$ cat config.mk
export PLATFORM = sky130hd
export DESIGN_NAME = cu_decimation_mc
export DESIGN_NICKNAME = d
export VERILOG_FILES = /design/src/rtl/cu_decimation_mc.sv
export SDC_FILE = /design/constraint.sdc
export NUM_CORES = 1
export LEC_CHECK = 0
export CAP_MARGIN = 0
export CORE_ASPECT_RATIO = 1.75
export CORE_MARGIN = 10
export CORE_UTILIZATION = 61
export CTS_CLUSTER_SIZE = 16
export DETAILED_ROUTE_END_ITERATION = 10
export HOLD_SLACK_MARGIN = 0.15
export PLACE_DENSITY = 0.92
export SLEW_MARGIN = 20
export SYNTH_ARGS = -nofsm -noshare
export SYNTH_HDL_FRONTEND = slang
export SYNTH_SLANG_ARGS = --single-unit
$ cat constraint.sdc
create_clock -name clk -period 5.7 [get_ports clk]
set_clock_uncertainty 0.05 [all_clocks]
set_input_delay 1.14 -clock clk [delete_from_list [all_inputs] [get_ports clk]]
set_output_delay 1.14 -clock clk [all_outputs]
set_load 0.1 [all_outputs]
$ cat src/rtl/cu_decimation_mc.sv
// Multi-channel boxcar decimator: averages 2^rate signed samples per channel and
// emits one averaged frame with a single-cycle data_rdy pulse, optional rounding.

module cu_decimation_mc_lane #(
  parameter int DW       = 16,
  parameter int LOG2_MAX = 5,
  parameter int RW       = 3
) (
  input  logic [DW+LOG2_MAX-1:0] acc,
  input  logic [RW-1:0]          r,
  input  logic                   rnd,
  output logic [DW-1:0]          res,
  output logic                   sat
);
  localparam int SW = DW + LOG2_MAX + 1;
  localparam logic signed [SW-1:0] MAXV = {{(LOG2_MAX+2){1'b0}}, {(DW-1){1'b1}}};
  localparam logic signed [SW-1:0] MINV = {{(LOG2_MAX+2){1'b1}}, {(DW-1){1'b0}}};

  logic signed [SW-1:0] bias, sum, v;

  always_comb begin
    bias = '0;
    if (rnd && r != '0) bias = SW'(1) << (r - RW'(1));
    // one guard bit so the rounding bias can never wrap the accumulator
    sum  = $signed({acc[DW+LOG2_MAX-1], acc}) + bias;
    v    = sum >>> r;
    res  = v[DW-1:0];
    sat  = 1'b0;
    if (v > MAXV) begin
      res = MAXV[DW-1:0];
      sat = 1'b1;
    end else if (v < MINV) begin
      res = MINV[DW-1:0];
      sat = 1'b1;
    end
  end
endmodule

module cu_decimation_mc #(
  parameter int DW       = 16,
  parameter int NCH      = 4,
  parameter int LOG2_MAX = 5
) (
  input  logic              clk,
  input  logic              reset,
  input  logic              en,
  input  logic              drdy,
  input  logic [NCH*DW-1:0] datain,
  input  logic [2:0]        rate,
  input  logic              round_en,
  output logic [NCH*DW-1:0] dataout,
  output logic              data_rdy,
  output logic [NCH-1:0]    sat
);
  localparam int AW = DW + LOG2_MAX;
  localparam int RW = $clog2(LOG2_MAX + 1);

  typedef enum logic [1:0] {IDLE, ACC, DUMP} state_t;

  state_t                     state_q, state_d;
  logic [NCH-1:0][AW-1:0]     acc_q, acc_d, ext;
  logic [LOG2_MAX-1:0]        count_q, count_d;
  logic [RW-1:0]              r_lat_q, r_lat_d, rate_c, r_eff;
  logic                       rnd_lat_q, rnd_lat_d;
  logic [NCH-1:0][DW-1:0]     dout_q, dout_d, res;
  logic [NCH-1:0]             sat_q, sat_d, lsat;
  logic                       rdy_q, rdy_d;
  logic                       first, last;
  logic [LOG2_MAX:0]          last_cnt;

  for (genvar k = 0; k < NCH; k++) begin : g_lane
    assign ext[k] = {{LOG2_MAX{datain[k*DW+DW-1]}}, datain[k*DW +: DW]};
    cu_decimation_mc_lane #(.DW(DW), .LOG2_MAX(LOG2_MAX), .RW(RW)) u_lane (
      .acc (acc_q[k]),
      .r   (r_lat_q),
      .rnd (rnd_lat_q),
      .res (res[k]),
      .sat (lsat[k])
    );
  end

  // a sample arriving in DUMP opens the next frame, so the rate is taken fresh there too
  always_comb begin
    rate_c   = (rate > 3'(LOG2_MAX)) ? RW'(LOG2_MAX) : RW'(rate);
    first    = (state_q == DUMP) || (count_q == '0);
    r_eff    = first ? rate_c : r_lat_q;
    last_cnt = ((LOG2_MAX+1)'(1) << r_eff) - (LOG2_MAX+1)'(1);
    last     = ({1'b0, count_q} == last_cnt);
  end

  always_comb begin
    state_d   = state_q;
    acc_d     = acc_q;
    count_d   = count_q;
    r_lat_d   = r_lat_q;
    rnd_lat_d = rnd_lat_q;
    dout_d    = dout_q;
    sat_d     = sat_q;
    rdy_d     = 1'b0;
    if (!en) begin
      state_d = IDLE;
      acc_d   = '0;
      count_d = '0;
    end else begin
      case (state_q)
        IDLE: begin
          state_d = ACC;
          acc_d   = '0;
          count_d = '0;
        end
        default: begin
          if (state_q == DUMP) begin
            dout_d  = res;
            sat_d   = lsat;
            rdy_d   = 1'b1;
            state_d = ACC;
          end
          if (drdy) begin
            for (int k = 0; k < NCH; k++)
              acc_d[k] = first ? ext[k] : acc_q[k] + ext[k];
            if (first) begin
              r_lat_d   = rate_c;
              rnd_lat_d = round_en;
            end
            if (last) begin
              state_d = DUMP;
              count_d = '0;
            end else begin
              count_d = count_q + LOG2_MAX'(1);
            end
          end
        end
      endcase
    end
  end

  always_ff @(posedge clk or negedge reset) begin
    if (!reset) begin
      state_q   <= IDLE;
      acc_q     <= '0;
      count_q   <= '0;
      r_lat_q   <= '0;
      rnd_lat_q <= 1'b0;
      dout_q    <= '0;
      sat_q     <= '0;
      rdy_q     <= 1'b0;
    end else begin
      state_q   <= state_d;
      acc_q     <= acc_d;
      count_q   <= count_d;
      r_lat_q   <= r_lat_d;
      rnd_lat_q <= rnd_lat_d;
      dout_q    <= dout_d;
      sat_q     <= sat_d;
      rdy_q     <= rdy_d;
    end
  end

  assign dataout  = dout_q;
  assign sat      = sat_q;
  assign data_rdy = rdy_q;
endmodule

# ---- Word level (Yosys, flattened, before mapping)
# Index checks and enable logic that the tools add are counted.
dict set report totals {
  reg_bits 164
  in_bits 72
  output_inout_bits 69
}
dict set report classes {
  n_addsub 11
  order_cmp 9
  eq_ne 3
  shift 6
  n_mux 38
  n_bitwise 1
  n_reduce_logical 8
}
# cell count
set op_table {}
lappend op_table {{$mux 84} 3}
lappend op_table {{$mux 16} 8}
lappend op_table {{$add 21x22->22} 4}
lappend op_table {{$gt 22x16->1 const B} 4}
lappend op_table {{$lt 22x16->1 const B} 4}
lappend op_table {{$sshr 22x3->22} 4}
lappend op_table {{$add 21x21->21} 4}
lappend op_table {{$mux 21} 4}
lappend op_table {{$mux 22} 1}
lappend op_table {{$shl 1x3->22 const A} 1}
lappend op_table {{$mux 5} 4}
lappend op_table {{$mux 1} 11}
lappend op_table {{$mux 2} 5}
lappend op_table {{$eq 5x6->1} 1}
lappend op_table {{$mux 3} 2}
lappend op_table {{$reduce_and 3->1} 2}
lappend op_table {{$shl 1x3->6 const A} 1}
lappend op_table {{$sub 6x2->6 const B} 1}
lappend op_table {{$add 5x1->5 const B} 1}
lappend op_table {{$logic_not 5->1} 1}
lappend op_table {{$reduce_and 4->1} 1}
lappend op_table {{$gt 3x3->1 const B} 1}
lappend op_table {{$ne 3x1->1 const B} 1}
lappend op_table {{$reduce_bool 3->1} 1}
lappend op_table {{other kinds (6)} 6}

# ---- Longest topological paths before layout
dict set report logic_depth {
  ltp_word 10
  depth_mapped 20
  ltp_nobuf 15
}

# ---- Cells and area by module
# A second synthesis with hierarchy kept.
dict set report hier_totals {
  hier_cells 2251
  area_unflattened_um2 18522.8
}
# mod n_inst cells_each area_each_um2
set modules_own_cells {}
lappend modules_own_cells {cu_decimation_mc 1 1136 10756.6}
lappend modules_own_cells {{cu_decimation_mc_lane at g_lane[2].u_lane ...} 2 287 1938.1}
lappend modules_own_cells {{cu_decimation_mc_lane at g_lane[1].u_lane} 1 271 1963.1}
lappend modules_own_cells {{cu_decimation_mc_lane at g_lane[0].u_lane} 1 270 1926.8}

# ---- Worst setup path before layout
# OpenSTA, ideal clock, no wires.
dict set report synth_path {
  path_kind {register to register}
  startpoint {register r_lat_q[2]}
  endpoint {register dout_q, in the netlist dataout[19]}
  setup_ns 0.067
  t_arrival_ns 5.056
  required_ns 5.583
  slack_ns 0.527
  path_stages_with_launch 21
  n_path_buf 6
  path_cell_list {dfrtp_1 clkbuf_1 inv_1 clkbuf_1 clkbuf_1 buf_1 nand2_1 nor2_1 ha_1 a21o_1 maj3_2 and4_1 buf_2 o31ai_4 nor3b_2 a2111o_1 o221ai_1 nand4_2 buf_2 a22oi_1 o22a_1}
}
dict set report synth_via {
  elab_chain_len 8
}
# item line
set synth_rtl {}
lappend synth_rtl {{start, declared} 63} ;# logic [RW-1:0] r_lat_q, r_lat_d, rate_c, r_eff;
lappend synth_rtl {{start signal, assigned} 151} ;# r_lat_q <= r_lat_d;
lappend synth_rtl {{$sub 3x1->3 / $reduce_bool 3->1 (equally long branches)} 23} ;# if (rnd && r != '0) bias = SW'(1) << (r - RW'(1));
lappend synth_rtl {{$shl 1x3->22 / $logic_and 1x1->1 (equally long branches)} 23}
lappend synth_rtl {{$mux 22} 23}
lappend synth_rtl {{$add 21x22->22} 25} ;# sum = $signed({acc[DW+LOG2_MAX-1], acc}) + bias;
lappend synth_rtl {{$sshr 22x3->22 (*)} 26} ;# v = sum >>> r;
lappend synth_rtl {{$lt 22x16->1} 32} ;# end else if (v < MINV) begin
lappend synth_rtl {{$mux 16} 32}
lappend synth_rtl {{$mux 16 (*)} 29} ;# if (v > MAXV) begin
lappend synth_rtl {{end signal, assigned} 153} ;# dout_q <= dout_d;
lappend synth_rtl {{end, declared} 65} ;# logic [NCH-1:0][DW-1:0] dout_q, dout_d, res;
# Every way passes the cells marked *; elsewhere a longest branch is shown, timed or not.
# A chain may end at the register's enable or synchronous reset.

# ---- Worst setup path after layout
dict set report layout_path {
  startpoint {register r_lat_q[1]}
  endpoint {register dout_q, in the netlist dataout[52]}
}
# The elaborated chain is that of the path after synthesis.

==> reports/metrics.yaml <==
run_status:
  status: "finished clean"
cells_and_area:
  nNetsFinal: 2452
  final.fill_count: 2259
  drive_above_1_share_pct: 6.763
  synthToLayoutAreaGrowth_pct: 11.75
setup_path:
  critPathRequiredTime_ps: 5960
  cpPeakStageDelay_ps: 840
  cp.arrival_ps: 5400
  start_kind: "register"
  critPathCaptureType: "register"
  path_class: "register to register"
  slowest_stage: "a311oi_4"
  cp_max_fo: 24
  crit_chain: "nand2_1 > nor2_1 > ha_1 > a21oi_1 > o21bai_1 > o2bb2ai_1 > or3_1 > nor3_1 > nor4_1 > a31oi_2 > nand4_1 > a311oi_4 > o22ai_1"
  r2r_cells: 13
  r2r_slack_ps: 550
route:
  vias: 17920
  drcViolationCount: 0
  antenna_left: 0
  post_drt_via_cell_ratio: 6.761
  drt_iter0_drc: 1629
  routed_wl_um: 55910
  firstDrtPassIters: 7
  wl_per_cell_um: 21.09
pwr:
  power_density_nw_per_um2: 222.5
  p_leak_nw: 8.215
  total_power_mw: 4.336
  vdd.ir_drop.worst_uv: 259.0
place:
  io_buffers: 140
  gp_congestion: 1.006
  hpwl_um: 42190
sta:
  slew_viol_final: 0
  finalCriticalPeriod_ps: 5145
  relSlewSlack_pct: 31.94
  setup_violations: 0
  tightest_slew_ps: 1018
  finalHoldViolCount: 0
  tns_ps: 0
  fin_crit_sh_pct: 90.27
  rsz0062_at_grt: "no"
  whs_ps: 430.2
  fmax_mhz: 194.4
global_routing:
  grt_pass1_wl_um: 89880
  grt_start_max_net_pins: 89
  overflow: 0
  antenna_found_initial: 0
  grt_pass1_vias: 17430
  grt_usage_pct: 30.15
synth:
  synthCells: 2219
  synth_warnings: 0
  yosysTopAreaCell: "dfrtp_1"
  synth_flop_cell: "dfrtp_1"
  synth_area_leaders: "dfrtp_1, ha_1, nand2_1"
  synth-simple-area-share_pct: 21.65
  synth_seq_cells: 164
  synth.avg_cell_area_um2: 7.859
  synth_area_um2: 17440
  synth_edf_count: 0
  synth_top_family_by_area: "compound AO/OA/AOI/OAI gates"
  synth_common_cells: "nand2_1, nor2_1, o21ai_0"
  synth_cell_type_count: 108
  synth.area.mux_share_pct: 6.378
  synth_compound_area_share_pct: 28.89
  ys_seq_area_share_pct: 23.53
  async_flop_share_pct: 100.0
  synth.top_cell.area_share_pct: 23.53
  synthXorXnorAreaFrac_pct: 6.127
  synth-adder-area-share_pct: 8.839
  yosysMostFrequentCell: "nand2_1"
job:
  drv_cap: 0
floorplanning:
  die_y_um: 243.7
  die_w_um: 147.8
  core_area_um2: 28070
  rows: 81
  ios: 141
  die_area_um2: 36020
  start_util_pct: 62.12
clocking:
  cts_tree: "yes"
  cts_root_buffer: "clkbuf_16"
  cts.clk_slew.worst_paths_ps: 70
  htreeDepth: 4
  ctsResizeCount: 0
  numCtsBuffers: 17
  cts_sinks: 164
  postCtsSetupBuffers: 0
  clk_latency_ps: 470
  cts.path.max_buffers: 2
  holdBufCountCts: 0
worst_hold_path:
  hold_class: "register to register"
  holdPathStages: 2
-- sequential cells by signal, indices dropped and copies added, names as in the netlist --
| register | count |
|---|---|
| dataout | 64 |
| r_lat_q | 3 |
| acc_q | 84 |
| state_q | 2 |
| data_rdy | 1 |
| rnd_lat_q | 1 |
| count_q | 5 |
| sat | 4 |
-- layout by cell type, fill, tap and decap left out, types with 24 or more instances in the layout --
cell               n
o21ai_0          171
ha_1             107
mux2i_1           65
inv_1             47
nand3_1           51
a21o_1            33
and3_1            27
buf_4             24
nor3_1            61
a21oi_1          142
a22o_1            25
a31oi_1           30
dfrtp_1          161
xor2_1            52
and2_1            30
xnor2_1           70
clkdlybuf4s50_1  139
nor2_1           235
nand2_1          241
a211oi_1          29
o211ai_1          35
-- routing by layer --
| metal | track usage [%] | share of wire (%) | vias to the layer above |
|---|---|---|---|
| li1 | - | - | 8351 |
| met3 | 5.327 | 6.6 | 201 |
| met4 | 17.91 | 5.5 | 0 |
| met2 | 50.13 | 49 | 782 |
| met1 | 35.49 | 39 | 8590 |
| met5 | 0 | 0 | - |
-- worst max-delay path, delay by kind of cell (launching register included) --
kind                     cells  cell delay, ps
AO/OA/AOI/OAI                6            1980
adder cells (fa/ha/maj)      1             420
flip-flops                   1             650
AND/OR/NAND/NOR              6            1880
-- final cells by class --
class / instances / area [um2] / area share, %
diodes: 1 / 2.502 / 0.01284
clock buffers: 23 / 478.0 / 2.452
clock inverters: 8 / 77.57 / 0.3980
inverters: 51 / 191.4 / 0.9823
multi-input cells: 1866 / 12560 / 64.45
flip-flops and latches: 164 / 4110 / 21.09
well taps: 373 / 466.7 / 2.395
repair buffers: 165 / 1603 / 8.224
-- metrics by stage --
step	util (%)	area [um2]	worst slack (ps)	cells
2_1_floorplan	-	17450	527.4	2222
3_3_place_gp	67.43	18930	927.7	2619
3_5_place_dp	67.43	18930	747.9	2619
4_1_cts	69.41	19490	728.9	2650
5_1_grt	69.41	19490	316.6	2650
6_report	69.42	19490	554.7	2651
-- worst paths after layout --
path,start,to
min reg2reg,dataout[15],dataout[15]
min,dataout[15],dataout[15]
max reg2reg,r_lat_q[1],dataout[52]
max,r_lat_q[1],dataout[52]
max in group asynchronous,reset,r_lat_q[2]
min in group asynchronous,reset,acc_q[23]
-- logic make-up after synthesis --
| logic type | after synthesis |
|---|---|
| adders and majority gates | 119 |
| AOI/OAI and AO/OA | 729 |
| and+or+nand+nor | 796 |
| buffers and inverters | 192 |
| other | 1 |
| DFF | 164 |
| muxes | 96 |
| xor gates and xnor gates | 122 |
-- report_power, final --
part | internal, mW | switching, mW | total (mW) | leakage (nW)
clock network | 0.632 | 0.503 | 1.13 | 0.269
registers | 1.24 | 0.124 | 1.36 | 2.20
logic | 0.634 | 1.20 | 1.84 | 5.74
(Power assumes the default switching activity.)
